--- src/rtl/hazard_pkg.sv ---
// Shared types for the pipeline hazard controller: tracker entry, multicycle FSM states, defaults.
// The HAZ_MC_EN build macro selects the multicycle stall unit in pipe_hazard_ctrl.
package hazard_pkg;
    localparam int DEF_REG_AW     = 6;
    localparam int DEF_FWD_STAGES = 2;
    localparam int DEF_MAX_LAT    = 8;
    // Entry rd field is sized for the widest supported register space; REG_AW must not exceed it.
    localparam int RD_MAX_W       = 8;

    typedef struct packed {
        logic                valid;
        logic [RD_MAX_W-1:0] rd;
        logic                wb;
        logic                load;
    } entry_t;

    typedef enum logic {MC_IDLE = 1'b0, MC_BUSY = 1'b1} mc_state_e;

    // Integer x0 never produces a value; FP f0 (bit 5 set) is a real register.
    function automatic logic ent_hit(entry_t e, logic [RD_MAX_W-1:0] src, logic rd_used);
        return rd_used & e.valid & e.wb & (e.rd == src) & (e.rd != '0);
    endfunction
endpackage

--- src/rtl/pipe_hazard_ctrl_if.sv ---
// ID-stage request and hazard-control response bundle between the pipeline and pipe_hazard_ctrl.
interface pipe_hazard_ctrl_if #(
    parameter int REG_AW     = 6,
    parameter int FWD_STAGES = 2,
    parameter int MAX_LAT    = 8
);
    localparam int LAT_W = $clog2(MAX_LAT + 1);
    localparam int SEL_W = $clog2(FWD_STAGES + 1);

    logic              id_valid;
    logic [REG_AW-1:0] id_rs1, id_rs2;
    logic              id_rs1_use, id_rs2_use;
    logic [REG_AW-1:0] id_rd;
    logic              id_wb, id_load, id_mc;
    logic [LAT_W-1:0]  id_mc_lat;
    logic              ex_redirect;
    logic              stall_if, stall_id, flush_id, bubble_ex;
    logic [SEL_W-1:0]  fwd1_sel, fwd2_sel;
    logic              rf_byp1, rf_byp2, mc_busy;

    modport master (
        output id_valid, id_rs1, id_rs2, id_rs1_use, id_rs2_use, id_rd, id_wb, id_load,
               id_mc, id_mc_lat, ex_redirect,
        input  stall_if, stall_id, flush_id, bubble_ex, fwd1_sel, fwd2_sel,
               rf_byp1, rf_byp2, mc_busy
    );
    modport slave (
        input  id_valid, id_rs1, id_rs2, id_rs1_use, id_rs2_use, id_rd, id_wb, id_load,
               id_mc, id_mc_lat, ex_redirect,
        output stall_if, stall_id, flush_id, bubble_ex, fwd1_sel, fwd2_sel,
               rf_byp1, rf_byp2, mc_busy
    );
endinterface

--- src/rtl/hazard_pipe_track.sv ---
// Destination tracker for positions 1 (EX) .. FWD_STAGES (WB) plus per-position source match vectors.
module hazard_pipe_track
    import hazard_pkg::*;
#(
    parameter int REG_AW     = DEF_REG_AW,
    parameter int FWD_STAGES = DEF_FWD_STAGES
) (
    input  logic                  clk,
    input  logic                  rst,
    input  logic                  hold,
    input  entry_t                ent_in,
    input  logic [REG_AW-1:0]     rs1,
    input  logic [REG_AW-1:0]     rs2,
    input  logic                  use1,
    input  logic                  use2,
    output logic [FWD_STAGES:1]   m1,
    output logic [FWD_STAGES:1]   m2,
    output logic                  e1_load
);
    entry_t [FWD_STAGES:1] ent;
    logic unused_tail_load;

    // While EX holds a multicycle op, position 1 freezes and a bubble trails it into position 2.
    always_ff @(posedge clk or posedge rst) begin
        if (rst) begin
            ent <= '0;
        end else begin
            for (int k = FWD_STAGES; k >= 2; k--)
                ent[k] <= (hold && k == 2) ? '0 : ent[k-1];
            if (!hold)
                ent[1] <= ent_in;
        end
    end

    always_comb begin
        m1 = '0;
        m2 = '0;
        for (int k = 1; k <= FWD_STAGES; k++) begin
            m1[k] = ent_hit(ent[k], RD_MAX_W'(rs1), use1);
            m2[k] = ent_hit(ent[k], RD_MAX_W'(rs2), use2);
        end
    end

    assign e1_load          = ent[1].load;
    assign unused_tail_load = ent[FWD_STAGES].load;
endmodule

--- src/rtl/pipe_hazard_ctrl.sv ---
// In-order pipeline hazard control: forwarding selects, load-use and multicycle stalls, redirect flush.
// Define HAZ_MC_EN to build the multicycle busy FSM; otherwise id_mc/id_mc_lat are ignored.
module pipe_hazard_ctrl
    import hazard_pkg::*;
#(
    parameter int REG_AW     = DEF_REG_AW,
    parameter int FWD_STAGES = DEF_FWD_STAGES,
    parameter int MAX_LAT    = DEF_MAX_LAT
) (
    input logic              clk,
    input logic              rst,
    pipe_hazard_ctrl_if.slave hz
);
    localparam int LAT_W = $clog2(MAX_LAT + 1);
    localparam int SEL_W = $clog2(FWD_STAGES + 1);

    logic [FWD_STAGES:1] m1, m2;
    logic                e1_load, busy, load_use, advance;
    entry_t              ent_in;

    function automatic logic [SEL_W-1:0] first_hit(logic [FWD_STAGES:1] m);
        first_hit = '0;
        for (int k = FWD_STAGES; k >= 1; k--)
            if (m[k]) first_hit = SEL_W'(k);
    endfunction

    hazard_pipe_track #(.REG_AW(REG_AW), .FWD_STAGES(FWD_STAGES)) u_track (
        .clk(clk), .rst(rst), .hold(busy), .ent_in(ent_in),
        .rs1(hz.id_rs1), .rs2(hz.id_rs2), .use1(hz.id_rs1_use), .use2(hz.id_rs2_use),
        .m1(m1), .m2(m2), .e1_load(e1_load)
    );

    assign load_use = hz.id_valid & e1_load & (m1[1] | m2[1]);

    // Redirect beats the multicycle stall, which beats load-use.
    always_comb begin
        hz.stall_if  = 1'b0;
        hz.stall_id  = 1'b0;
        hz.flush_id  = 1'b0;
        hz.bubble_ex = 1'b0;
        if (!rst) begin
            if (hz.ex_redirect) begin
                hz.flush_id  = 1'b1;
                hz.bubble_ex = 1'b1;
            end else if (busy) begin
                hz.stall_if = 1'b1;
                hz.stall_id = 1'b1;
            end else if (load_use) begin
                hz.stall_if  = 1'b1;
                hz.stall_id  = 1'b1;
                hz.bubble_ex = 1'b1;
            end
        end
    end

    assign advance = hz.id_valid & ~hz.stall_id & ~hz.flush_id;
    assign ent_in  = '{valid: advance, rd: RD_MAX_W'(hz.id_rd), wb: hz.id_wb, load: hz.id_load};
    assign hz.rf_byp1 = ~rst & m1[FWD_STAGES];
    assign hz.rf_byp2 = ~rst & m2[FWD_STAGES];

    // Selects belong to the op in EX, so they hold while EX is frozen.
    always_ff @(posedge clk or posedge rst) begin
        if (rst) begin
            hz.fwd1_sel <= '0;
            hz.fwd2_sel <= '0;
        end else if (!busy) begin
            hz.fwd1_sel <= hz.bubble_ex ? '0 : first_hit(m1);
            hz.fwd2_sel <= hz.bubble_ex ? '0 : first_hit(m2);
        end
    end

`ifdef HAZ_MC_EN
    mc_state_e        state, state_nxt;
    logic [LAT_W-1:0] cnt, cnt_nxt, eff_lat;
    logic             mc_start;

    assign eff_lat  = (hz.id_mc_lat == '0) ? LAT_W'(1) : hz.id_mc_lat;
    assign mc_start = advance & hz.id_mc & (eff_lat > LAT_W'(1));

    always_ff @(posedge clk or posedge rst) begin
        if (rst) begin
            state <= MC_IDLE;
            cnt   <= '0;
        end else begin
            state <= state_nxt;
            cnt   <= cnt_nxt;
        end
    end

    always_comb begin
        state_nxt = state;
        cnt_nxt   = cnt;
        case (state)
            MC_IDLE: if (mc_start) begin
                state_nxt = MC_BUSY;
                cnt_nxt   = eff_lat - LAT_W'(1);
            end
            MC_BUSY: begin
                cnt_nxt = cnt - LAT_W'(1);
                if (cnt == LAT_W'(1)) state_nxt = MC_IDLE;
            end
            default: state_nxt = MC_IDLE;
        endcase
    end

    always_comb busy = (state == MC_BUSY);
    assign hz.mc_busy = busy;

    a_no_redirect_busy: assert property (@(posedge clk) disable iff (rst) !(busy && hz.ex_redirect));
`else
    logic unused_mc;
    assign unused_mc  = ^{hz.id_mc, hz.id_mc_lat};
    assign busy       = 1'b0;
    assign hz.mc_busy = 1'b0;
`endif
endmodule

--- src/flat_wrapper.sv ---
// flat-port wrapper written by rule: the top's interface ports become plain ports
module pipe_hazard_ctrl_flat import hazard_pkg::*;
#(
    parameter int REG_AW     = DEF_REG_AW,
    parameter int FWD_STAGES = DEF_FWD_STAGES,
    parameter int MAX_LAT    = DEF_MAX_LAT
)
  (clk, rst, hz_id_valid, hz_id_rs1, hz_id_rs2, hz_id_rs1_use, hz_id_rs2_use, hz_id_rd, hz_id_wb, hz_id_load, hz_id_mc, hz_id_mc_lat, hz_ex_redirect, hz_stall_if, hz_stall_id, hz_flush_id, hz_bubble_ex, hz_fwd1_sel, hz_fwd2_sel, hz_rf_byp1, hz_rf_byp2, hz_mc_busy);
  pipe_hazard_ctrl_if #(.REG_AW(REG_AW), .FWD_STAGES(FWD_STAGES), .MAX_LAT(MAX_LAT)) hz_i ();
  input logic clk;
  input logic rst;
  input wire logic [$bits(hz_i.id_valid)-1:0] hz_id_valid;
  input wire logic [$bits(hz_i.id_rs1)-1:0] hz_id_rs1;
  input wire logic [$bits(hz_i.id_rs2)-1:0] hz_id_rs2;
  input wire logic [$bits(hz_i.id_rs1_use)-1:0] hz_id_rs1_use;
  input wire logic [$bits(hz_i.id_rs2_use)-1:0] hz_id_rs2_use;
  input wire logic [$bits(hz_i.id_rd)-1:0] hz_id_rd;
  input wire logic [$bits(hz_i.id_wb)-1:0] hz_id_wb;
  input wire logic [$bits(hz_i.id_load)-1:0] hz_id_load;
  input wire logic [$bits(hz_i.id_mc)-1:0] hz_id_mc;
  input wire logic [$bits(hz_i.id_mc_lat)-1:0] hz_id_mc_lat;
  input wire logic [$bits(hz_i.ex_redirect)-1:0] hz_ex_redirect;
  output wire logic [$bits(hz_i.stall_if)-1:0] hz_stall_if;
  output wire logic [$bits(hz_i.stall_id)-1:0] hz_stall_id;
  output wire logic [$bits(hz_i.flush_id)-1:0] hz_flush_id;
  output wire logic [$bits(hz_i.bubble_ex)-1:0] hz_bubble_ex;
  output wire logic [$bits(hz_i.fwd1_sel)-1:0] hz_fwd1_sel;
  output wire logic [$bits(hz_i.fwd2_sel)-1:0] hz_fwd2_sel;
  output wire logic [$bits(hz_i.rf_byp1)-1:0] hz_rf_byp1;
  output wire logic [$bits(hz_i.rf_byp2)-1:0] hz_rf_byp2;
  output wire logic [$bits(hz_i.mc_busy)-1:0] hz_mc_busy;
  assign hz_i.id_valid = hz_id_valid;
  assign hz_i.id_rs1 = hz_id_rs1;
  assign hz_i.id_rs2 = hz_id_rs2;
  assign hz_i.id_rs1_use = hz_id_rs1_use;
  assign hz_i.id_rs2_use = hz_id_rs2_use;
  assign hz_i.id_rd = hz_id_rd;
  assign hz_i.id_wb = hz_id_wb;
  assign hz_i.id_load = hz_id_load;
  assign hz_i.id_mc = hz_id_mc;
  assign hz_i.id_mc_lat = hz_id_mc_lat;
  assign hz_i.ex_redirect = hz_ex_redirect;
  assign hz_stall_if = hz_i.stall_if;
  assign hz_stall_id = hz_i.stall_id;
  assign hz_flush_id = hz_i.flush_id;
  assign hz_bubble_ex = hz_i.bubble_ex;
  assign hz_fwd1_sel = hz_i.fwd1_sel;
  assign hz_fwd2_sel = hz_i.fwd2_sel;
  assign hz_rf_byp1 = hz_i.rf_byp1;
  assign hz_rf_byp2 = hz_i.rf_byp2;
  assign hz_mc_busy = hz_i.mc_busy;
  pipe_hazard_ctrl #(.REG_AW(REG_AW), .FWD_STAGES(FWD_STAGES), .MAX_LAT(MAX_LAT)) u_core (.clk(clk), .rst(rst), .hz(hz_i));
endmodule
--- config.mk ---
export PLATFORM = sky130hd
export DESIGN_NAME = pipe_hazard_ctrl_flat
export DESIGN_NICKNAME = d
export VERILOG_FILES = /design/src/rtl/hazard_pkg.sv /design/src/rtl/pipe_hazard_ctrl_if.sv /design/src/rtl/hazard_pipe_track.sv /design/src/rtl/pipe_hazard_ctrl.sv /design/src/flat_wrapper.sv
export SDC_FILE = /design/constraint.sdc
export NUM_CORES = 1
export LEC_CHECK = 0
export CORE_MARGIN = 5
export CORE_UTILIZATION = 43
export CTS_CLUSTER_SIZE = 12
export DETAILED_ROUTE_END_ITERATION = 12
export PLACE_DENSITY = 0.84
export SLEW_MARGIN = 20
export SYNTH_ARGS = -nofsm -noshare
export SYNTH_HDL_FRONTEND = slang
export SYNTH_SLANG_ARGS = --single-unit
--- constraint.sdc ---
create_clock -name clk -period 5.05 [get_ports clk]
set_input_delay 0.7575 -clock clk [delete_from_list [all_inputs] [get_ports clk]]
set_output_delay 0.7575 -clock clk [all_outputs]
set_load 0.02 [all_outputs]
# == Word level (Yosys, flattened, before mapping) ==
# Index checks and enable logic that the tools add are counted.
# totals
wordCells,54
in_bits,31
regBits,21
output_inout_bits,11
# op_classes
reduce_logical,2
n_mux,13
bitwise_logic,26
eq_ne,4
# ops
op,count
$eq 6x6->1,4
$and 1x1->1,22
$reduce_bool 8->1,2
$mux 2,6
$mux 1,7
$not 1->1,3
$or 1x1->1,1

# == Depth between registers and ports, before layout ==
# logic_depth
word_depth,12
ltp_mapped,6
mapped_depth_nobuf,5

# == Cells and area by module ==
# Synthesis repeated with hierarchy kept, for this count alone.
# hier_totals
hier_cells,119
hier_area_um2,1338.8
# by_module_without_submodules
module,seq_area_each_um2,cells_each,n_inst,area_each_um2
hazard_pipe_track,525.5,87,1,1062.3
pipe_hazard_ctrl,100.1,32,1,276.5

# == Least setup slack after synthesis ==
# Ideal clock, no wire load.
# synth_path
kind,in2out
start,in rst
end,out hz_stall_if
slack_ns,1.957
arrival_time_ns,2.335
path_stages,5
n_path_buf,1
t_required_ns,4.293
path_cell_list,inv_1 > nand3_1 > a211o_1 > nor2_1 > buf_4
# synth_between
elab_chain_cells,1
# synth_rtl
element,line,rtl
start: declaration,flat_wrapper.sv:11,input logic rst;
$mux 1,--,
end: declaration,flat_wrapper.sv:23,output wire logic [$bits(hz_i.stall_if)-1:0] hz_stall_if;
# Every way passes these cells.

# == Final worst setup path ==
# layout_path
start,in hz_id_rs2[0]
end,out hz_stall_id
# layout_between
elab_chain_cells,8
# layout_rtl
element,line,rtl
start: declaration,flat_wrapper.sv:14,input wire logic [$bits(hz_i.id_rs2)-1:0] hz_id_rs2;
$eq 6x6->1,hazard_pkg.sv:21,return rd_used & e.valid & e.wb & (e.rd == src) & (e.rd != '0);
$and 1x1->1 (2 in series),hazard_pkg.sv:21,
$or 1x1->1,pipe_hazard_ctrl.sv:33,assign load_use = hz.id_valid & e1_load & (m1[1] | m2[1]);
$and 1x1->1,pipe_hazard_ctrl.sv:33,
$mux 1,pipe_hazard_ctrl.sv:48,end else if (load_use) begin
$mux 1,pipe_hazard_ctrl.sv:42,if (hz.ex_redirect) begin
$mux 1,pipe_hazard_ctrl.sv:41,if (!rst) begin
end: declaration,flat_wrapper.sv:24,output wire logic [$bits(hz_i.stall_id)-1:0] hz_stall_id;
# Every way passes these cells.

==> flow_summary.yaml <==
run_status:
  status: "completed"
drt:
  vias: 720
  drt_wl_total_um: 2070
  wl_per_cell_um: 14.2
  vias_per_cell: 4.93
  drc: 0
  ant_nets: 0
  first_iter_violations: 4
  firstDrtPassIters: 4
timing:
  finalWorstSetupSlack_ns: 1.21
  drv_slew: 0
  rsz0062_at_grt: "no"
  whs_ns: 0.407
  tns_ns: 0
  fin_crit_ns: 3.84
  setup-violations-final: 0
  max_freq_ghz: 0.260
  skew_ns: 0.000731
  post-route-period-util_pct: 76.1
  final-hold-violation-count: 0
cells_and_area:
  seq_area_um2: 526
  final_nets: 150
  fin_area_um2: 1350
  drive_gt1_share_pct: 5.08
  finish.utilization_pct: 62.8
  multiInputGateArea_um2: 393
  nFillCells: 181
  diodes: 0
  area.growth.synth_to_final_pct: 42.8
grt:
  grt_max_degree: 24
  antenna_found_initial: 0
  grt_first_pass_wirelength_um: 3350
  grt.total_usage_pct: 13.3
  gr-total-overflow: 0
  grt_pass1_vias: 738
placed_design:
  pre_cts_ws_ns: 1.19
  place_area_um2: 1320
  place.gp.congestion: 0.899
  port_buffers: 35
  dp_hpwl_um: 1740
setup_path:
  reg2reg_depth: 5
  critPathLaunchType: "input pin"
  cp.required_ns: 4.29
  crit_type: "in2out"
  path_max_fanout: 4
  worst_setup_path_end_kind: "output port"
  critPathArrivalTime_ns: 3.09
logic_synthesis:
  ys_ff_latch: 21
  synth_nets: 111
  synth_area_leader_cell: "dfrtp_1"
  yosysTopAreaCellShare_pct: 55.6
  netlist_area_um2: 945
  syn_area_per_cell_um2: 11.8
  synth_cell_types: 21
  synth_area_leaders: "dfrtp_1 56%, xnor2_1 17%, xor2_1 5.6%"
  syn_inst: 80
  ys_seq_area_share_pct: 55.6
  ys.warnings.count: 0
die:
  ios: 42
  initial_core_util_pct: 44.0
  core_area_um2: 2150
  die_h_um: 56.9
  die_w_um: 56.9
  num_rows: 17
  dieArea_um2: 3230
power:
  power_density_nw_per_um2: 231
  ir_drop_mv: 0.201
  internal_power_w: 0.000239
  p_clk_share_pct: 24.1
  seq_power_share_pct: 58.6
  switching_power_w: 0.0000730
  p_leak_nw: 0.530
  comb_power_share_pct: 17.3
  swShare_pct: 23.4
clock_network:
  htreeDepth: 1
  clk_latency_ns: 0.29
  tritoncts: "built"
  cts_root_buf: "clkbuf_4"
  clock-sinks: 21
  path_clk_slew_ns: 0.10
  cts_hold_buf: 0
  post_cts_resized: 0
  cts_buffers: 3
  cts_max_path_buffers: 2
  cts_setup_buffers: 0
min_path:
  hold_path.class: "reg2reg"
  whs_path_depth: 0
job:
  maxCapViolations: 0
==> kinds of logic after synthesis <==
| kind of cell | after synthesis | share of synthesized area (%) |
|---|---|---|
| AOI/OAI and AO/OA | 7 | 5.43 |
| DFF | 21 | 55.6 |
| buffers and inverters | 5 | 2.78 |
| xor gates and xnor gates | 24 | 22.3 |
| and+or+nand+nor | 22 | 13.5 |
| other | 1 | 0.397 |
==> cell type report <==
class,count,area share (%)
Sequential cell,21,39.0
Clock buffer,4,1.95
Multi-Input combinational cell,54,29.1
Timing Repair Buffer,36,26.5
Tap cell,28,2.60
Inverter,3,0.835
==> power by group through the flow <==
stage                     Combinational, W  Clock [W]  Sequential (W)
after detailed placement         0.0000541          0        0.000186
after CTS                        0.0000543  0.0000794        0.000183
after floorplan                  0.0000253          0        0.000184
after global placement           0.0000539          0        0.000185
final                            0.0000538  0.0000751        0.000183
after global routing             0.0000584  0.0000874        0.000184
==> registers in the layout, indices dropped and copies added (netlist names) <==
register and flops:
u_core.hz.fwd1_sel 2, u_core.hz.fwd2_sel 2, u_core.u_track.e1_load 1, u_core.u_track.ent 16
==> metal layers <==
layer | vias to the layer above | track usage [%] | share of wire (%)
li1 | 351 | - | -
met1 | 346 | 16.6 | 43
met2 | 23 | 23.6 | 51
met3 | 0 | 3.45 | 6.2
met4 | 0 | 1.99 | 0
met5 | - | 0 | 0
==> worst max-delay path, stage by stage <==
cell and delay [ns]:
clkdlybuf4s50_1 0.51, xnor2_1 0.13, nand4_1 0.13, or4_4 0.45, a211o_1 0.35, nor2_1 0.13
clkdlybuf4s50_1 0.62
==> final timing paths <==
| check | start | end | slack (ns) |
|---|---|---|---|
| setup / recovery | hz_id_rs2[0] | hz_stall_id | 1.21 |
| max in group asynchronous | rst | u_core.u_track.ent[2]$_DFF_PP0_ | 3.98 |
| setup reg to reg | u_core.u_track.ent[2]$_DFF_PP0_ | u_core.u_track.ent[10]$_DFF_PP0_ | 3.20 |
| hold reg to reg | u_core.u_track.ent[1]$_DFF_PP0_ | u_core.u_track.ent[12]$_DFF_PP0_ | 0.41 |
| min in group asynchronous | rst | u_core.hz.fwd1_sel[1]$_DFF_PP0_ | 0.86 |
| hold / removal | u_core.u_track.ent[1]$_DFF_PP0_ | u_core.u_track.ent[12]$_DFF_PP0_ | 0.41 |
==> stage by stage <==
stage	power, W	instances
4_1_cts	0.000317	146
5_1_grt	0.000330	146
2_1_floorplan	0.000209	80
3_3_place_gp	0.000239	142
3_5_place_dp	0.000240	142
6_report	0.000312	146
==> cell usage after synthesis <==
cell type  count
buf_4          2
nand3_1        4
o21ai_0        2
nand2_1        2
o311a_2        1
inv_1          3
a21oi_1        1
a211oi_1       1
a211o_1        1
xor2_1         6
o311ai_1       1
conb_1         1
dfrtp_1       21
or4_4          1
nor4_1         1
nor2_1         4
or4_1          4
nand4_1        4
and3_1         1
xnor2_1       18
or3_1          1
==> cells in the final DEF (no fill, tap or decap), types with 2 or more instances in the layout <==
cell type,n
clkdlybuf4s50_1,35
dfrtp_1,21
xnor2_1,18
xor2_1,6
nand4_1,4
or4_1,4
nand3_1,4
nor2_1,4
inv_1,3
clkbuf_4,3
nand2_1,2
o21ai_0,2
Note: power is estimated with default switching activity, not from simulation.
